==> src/rtl/pipe_seq_ctl_pkg.sv <==
// rtl/pipe_seq_ctl_pkg.sv - shared sequencer state encoding and default widths
package pipe_seq_ctl_pkg;

  localparam int DEF_PC_W        = 8;
  localparam int DEF_REG_W       = 4;
  localparam int DEF_MEM_TIMEOUT = 15;
  localparam int DEF_CNT_W       = 16;

  typedef enum logic [1:0] {
    ST_RUN,
    ST_LU_STALL,
    ST_MEM_WAIT,
    ST_HALT
  } seq_state_t;

endpackage

==> src/rtl/pipe_seq_ctl_lu_detect.sv <==
// rtl/pipe_seq_ctl_lu_detect.sv - load-use hazard compare between the EX load and the ID sources
module pipe_seq_ctl_lu_detect
  import pipe_seq_ctl_pkg::*;
#(
  parameter int REG_W = DEF_REG_W
) (
  input  logic             ld_ex,
  input  logic [REG_W-1:0] ld_dest,
  input  logic             id_valid,
  input  logic [REG_W-1:0] id_src1,
  input  logic [REG_W-1:0] id_src2,
  output logic             lu
);

  // Register 0 is hardwired, so a load targeting it never creates a dependency
  assign lu = ld_ex && id_valid && (ld_dest != '0) &&
              ((ld_dest == id_src1) || (ld_dest == id_src2));

endmodule

==> src/rtl/pipe_seq_ctl.sv <==
// rtl/pipe_seq_ctl.sv - pipeline advance/hold/flush sequencer with memory wait timer and stall counter
module pipe_seq_ctl
  import pipe_seq_ctl_pkg::*;
#(
  parameter int PC_W        = DEF_PC_W,
  parameter int REG_W       = DEF_REG_W,
  parameter int MEM_TIMEOUT = DEF_MEM_TIMEOUT,
  parameter int CNT_W       = DEF_CNT_W
) (
  input  logic             clk,
  input  logic             rst,
  input  logic [PC_W-1:0]  pc,
  input  logic             ld_ex,
  input  logic [REG_W-1:0] ld_dest,
  input  logic             id_valid,
  input  logic [REG_W-1:0] id_src1,
  input  logic [REG_W-1:0] id_src2,
  input  logic             br_taken,
  input  logic [PC_W-1:0]  br_target,
  input  logic             mem_req,
  input  logic             mem_ack,
  input  logic             halt_req,
  output logic             pc_we,
  output logic [PC_W-1:0]  pc_next,
  output logic             ifid_we,
  output logic             idex_we,
  output logic             exmem_we,
  output logic             ifid_flush,
  output logic             idex_flush,
  output logic             halted,
  output logic             mem_err,
  output logic [CNT_W-1:0] stall_cnt
);

  localparam int TMR_W = $clog2(MEM_TIMEOUT + 1);

  seq_state_t       state;
  seq_state_t       next_state;
  logic [TMR_W-1:0] wait_cnt;
  logic             lu;
  logic             mem_hold;
  logic             mem_timeout;

  pipe_seq_ctl_lu_detect #(
    .REG_W(REG_W)
  ) u_lu_detect (
    .ld_ex   (ld_ex),
    .ld_dest (ld_dest),
    .id_valid(id_valid),
    .id_src1 (id_src1),
    .id_src2 (id_src2),
    .lu      (lu)
  );

  assign mem_hold = mem_req && !mem_ack;

  // Stage controls are combinational so every hazard costs zero decision latency
  always_comb begin
    next_state  = state;
    pc_we       = 1'b0;
    pc_next     = pc + PC_W'(1);
    ifid_we     = 1'b0;
    idex_we     = 1'b0;
    exmem_we    = 1'b0;
    ifid_flush  = 1'b0;
    idex_flush  = 1'b0;
    mem_timeout = 1'b0;
    if (rst) begin
      pc_next    = '0;
      ifid_flush = 1'b1;
      idex_flush = 1'b1;
      next_state = ST_RUN;
    end else if (state == ST_HALT) begin
      next_state = ST_HALT;
    end else if (state == ST_MEM_WAIT && !mem_ack) begin
      // An ack in the last counted cycle takes the branch below instead of timing out
      if (wait_cnt <= TMR_W'(1)) begin
        mem_timeout = 1'b1;
        next_state  = ST_HALT;
      end
    end else if (state != ST_MEM_WAIT && mem_hold) begin
      next_state = ST_MEM_WAIT;
    end else if (halt_req) begin
      exmem_we   = 1'b1;
      idex_flush = 1'b1;
      next_state = ST_HALT;
    end else if (br_taken) begin
      pc_we      = 1'b1;
      pc_next    = br_target;
      ifid_we    = 1'b1;
      idex_we    = 1'b1;
      exmem_we   = 1'b1;
      ifid_flush = 1'b1;
      idex_flush = 1'b1;
      next_state = ST_RUN;
    end else if (lu && state != ST_LU_STALL) begin
      idex_we    = 1'b1;
      exmem_we   = 1'b1;
      idex_flush = 1'b1;
      next_state = ST_LU_STALL;
    end else begin
      pc_we      = 1'b1;
      ifid_we    = 1'b1;
      idex_we    = 1'b1;
      exmem_we   = 1'b1;
      next_state = ST_RUN;
    end
  end

  always_ff @(posedge clk or posedge rst) begin
    if (rst) begin
      state     <= ST_RUN;
      wait_cnt  <= '0;
      halted    <= 1'b0;
      mem_err   <= 1'b0;
      stall_cnt <= '0;
    end else begin
      state  <= next_state;
      halted <= (next_state == ST_HALT);
      if (mem_timeout) begin
        mem_err <= 1'b1;
      end
      if (state != ST_MEM_WAIT && next_state == ST_MEM_WAIT) begin
        wait_cnt <= TMR_W'(MEM_TIMEOUT);
      end else if (state == ST_MEM_WAIT && wait_cnt != '0) begin
        wait_cnt <= wait_cnt - TMR_W'(1);
      end
      if (!pc_we && state != ST_HALT && stall_cnt != '1) begin
        stall_cnt <= stall_cnt + CNT_W'(1);
      end
    end
  end

endmodule

==> config.mk <==
export PLATFORM = sky130hd
export DESIGN_NAME = pipe_seq_ctl
export DESIGN_NICKNAME = d
export VERILOG_FILES = /design/src/rtl/pipe_seq_ctl_pkg.sv /design/src/rtl/pipe_seq_ctl_lu_detect.sv /design/src/rtl/pipe_seq_ctl.sv
export SDC_FILE = /design/constraint.sdc
export NUM_CORES = 1
export LEC_CHECK = 0
export BUFFER_PORTS_ARGS = -buffer_cell sky130_fd_sc_hd__buf_2
export CORE_MARGIN = 4
export CORE_UTILIZATION = 47
export CTS_CLUSTER_SIZE = 12
export DETAILED_ROUTE_END_ITERATION = 8
export GPL_TIMING_DRIVEN = 0
export PLACE_DENSITY_LB_ADDON = 0.3
export SLEW_MARGIN = 20
export SYNTH_ARGS = -nofsm -noshare
export SYNTH_HDL_FRONTEND = slang
export SYNTH_SLANG_ARGS = --single-unit
==> constraint.sdc <==
create_clock -name clk -period 2.4 [get_ports clk]
set_input_delay 0 -clock clk [delete_from_list [all_inputs] [get_ports clk]]
set_output_delay 0 -clock clk [all_outputs]
set_load 0.02 [all_outputs]
==> results.ini <==
[run_status]
outcome=completed

[die]
coreArea_mm2=0.00315
die_h_um=66.1
fp.dieW_um=66.1
rows=20
start_util_pct=50.3
ios=68
die-area_mm2=0.00437

[final_layout]
seq_area_um2=601
fillers=312
diodes=0
multi_input_area_um2=921
drive_gt1_share_pct=36.4
area_growth_pct=28.5
nets=277
stdcell_count=280
fin_area_mm2=0.00204

[setup_path]
crit_fanout=10
crit_chain=nand2b_1 > a22o_1 > nor2_1 > nand2_1 > clkbuf_1 > nor2_1 > a211oi_1 > buf_2
worst_r2r_endpoint=stall_cnt[4]
r2r_start=stall_cnt[0]
worst-setup-path-type=register to output pin
cpMostUsedCell=nor2_1
rrSetupSlack_ns=0.37
cp_slowest_cell=dfrtp_1
cp.arrival_ns=2.19
start_kind=register
worst_r2r_path_depth=8
worstPathRequired_ns=2.40
critPathMaxStageDelay_ns=0.42
crit_path_end_kind=output pin

[route]
drc=0
vias_per_cell=5.18
wire_per_inst_um=13.2
drtIter0Drc=90
wl_um=3690
firstDrtPassIters=4
ant_nets=0
routed-via-count=1450

[logic_synthesis]
yosys.area.top_type=dfrtp_1
yosysMostFrequentCell=xnor2_1
synth_area_mm2=0.00159
synth_common_cells=25 x xnor2_1, 24 x dfrtp_1, 19 x nand2_1
yosys_warnings=0
synth_edf_count=0
syn_nets=204
synth_cell_type_count=36
synth_flop_cell=dfrtp_1
synth_area_leaders=dfrtp_1 38%, xnor2_1 14%, nand2_1 4.5%
syn_inst=164
yosysSeqAreaShare_pct=37.9
synth-seq-cells=24
avgSynthCellArea_um2=9.67
async_flop_share_pct=100
synth_top_area_share_pct=37.9

[global_route]
antenna_found_initial=0
grt_max_degree=28
grt_use_total_pct=17.7
grt_pass1_vias=1397
grt_pass1_wl_um=6060
gr-total-overflow=0

[sta]
hold_viol_final=0
final.setup.worst_slack_ns=0.208
fin_worst_skew_ns=0.0175
max_freq_mhz=456
tns_ns=0
setup_violations=0
rsz0062_at_grt=no
worst_pin_slew_ns=0.926
relSlewSlack_pct=37.9
fin_crit_ns=2.19
finalMaxSlewViolations=0
post-route-period-util_pct=91.3

[power]
p_leak_nw=0.974
peakVddDrop_v=0.000666
power_density_mw_per_mm2=716

[cts]
root_buffer=clkbuf_4
clock_path_buffers=2
cts.sinks=24
clk_latency_ns=0.32
cts_hold_buffers=1
clk_pin_slew_ns=0.14
post_cts_buffers=0
numCtsBuffers=3
tritoncts=done
h-tree-depth=1
ctsResizeCount=0

[place]
routabilityCongestion=0.827
dp_hpwl_um=2910
pre_cts_ws_ns=0.394
placement.cell_area_mm2=0.00198
placed_cells=275
port_buffers=67

[hold_path]
hp-start=mem_ack
worstHoldPathType=primary input to register
whs_endpoint=state[0]
worstHoldPathCells=3

[job]
cap_violations=0

==> per-layer routing <==
| layer | routed length, µm | up-vias | track usage, % |
|---|---|---|---|
| met3 | 153 | 6 | 3.91 |
| met1 | 1580 | 695 | 21.0 |
| met2 | 1910 | 30 | 31.7 |
| li1 | - | 719 | - |
| met4 | 47 | 0 | 5.08 |
| met5 | 0 | - | 0 |
==> registers in the layout, indices dropped and copies added (netlist names) <==
register and count:
halted 1, stall_cnt 16, state 2, mem_err 1
wait_cnt 4
==> worst max-delay path by stage <==
stage	startpoint	endpoint	slack (ns)
floorplan	stall_cnt[0]	stall_cnt[3]	0.46
global placement	stall_cnt[0]	stall_cnt[3]	0.41
detailed placement	stall_cnt[0]	stall_cnt[3]	0.39
CTS	state[0]	pc_next[5]	0.19
global route	state[0]	pc_next[5]	0.03
finish	state[0]	pc_next[5]	0.21
==> critical path, delay by kind of cell, from the launching register on <==
family | cells | cell delay (ns)
buffers and inverters | 2 | 0.57
AND/OR/NAND/NOR | 4 | 0.46
flip-flops | 1 | 0.42
AO/OA/AOI/OAI | 2 | 0.41
==> power by group <==
group          switching [W]  internal, W
Combinational       0.000302     0.000237
Sequential          0.000134     0.000496
Clock               0.000124     0.000169
Total               0.000559     0.000901
==> logic make-up after synthesis <==
family	after synthesis	synth area share [%]
simple gates	70	25.7
buf+inv	12	4.10
xor+xnor	32	18.1
compound gates	20	9.70
mux	2	1.34
flops	24	37.9
fa+ha+maj	4	3.15
==> stage by stage <==
step                      total power, W  utilization, %  hold slack, ns
after floorplan                 0.000986               -          0.0375
after global placement           0.00116            62.7           0.225
after detailed placement         0.00117            62.7           0.233
after CTS                        0.00147            64.7          0.0488
after global routing             0.00156            64.7          0.0480
final                            0.00146            64.7          0.0566
==> cell usage in the layout (no fill, tap or decap), types with 2 or more instances in the layout <==
cell | synthesis | routed
nand3_1 | 3 | 3
xnor2_1 | 25 | 25
buf_2 | 0 | 67
nand3_2 | 6 | 6
dfrtp_1 | 24 | 24
and3_1 | 3 | 3
ha_1 | 4 | 4
o21ai_0 | 2 | 2
clkbuf_4 | 0 | 3
inv_1 | 6 | 5
a21oi_1 | 4 | 4
xor2_1 | 6 | 6
nor3_1 | 3 | 3
nor2_1 | 16 | 16
clkbuf_1 | 4 | 4
nand4_1 | 10 | 10
a211oi_1 | 8 | 8
and4_1 | 2 | 2
nand2_1 | 19 | 19
==> cell type report <==
cell class | count | share of cell area (%)
buffer | 6 | 2.09
clock buffer | 3 | 1.10
clock inverter | 1 | 1.47
inverter | 6 | 1.10
multi-input combinational | 128 | 45.2
sequential | 24 | 29.4
tap | 44 | 2.70
timing repair buffer | 68 | 16.9
Power figures use the tool's default switching activity.
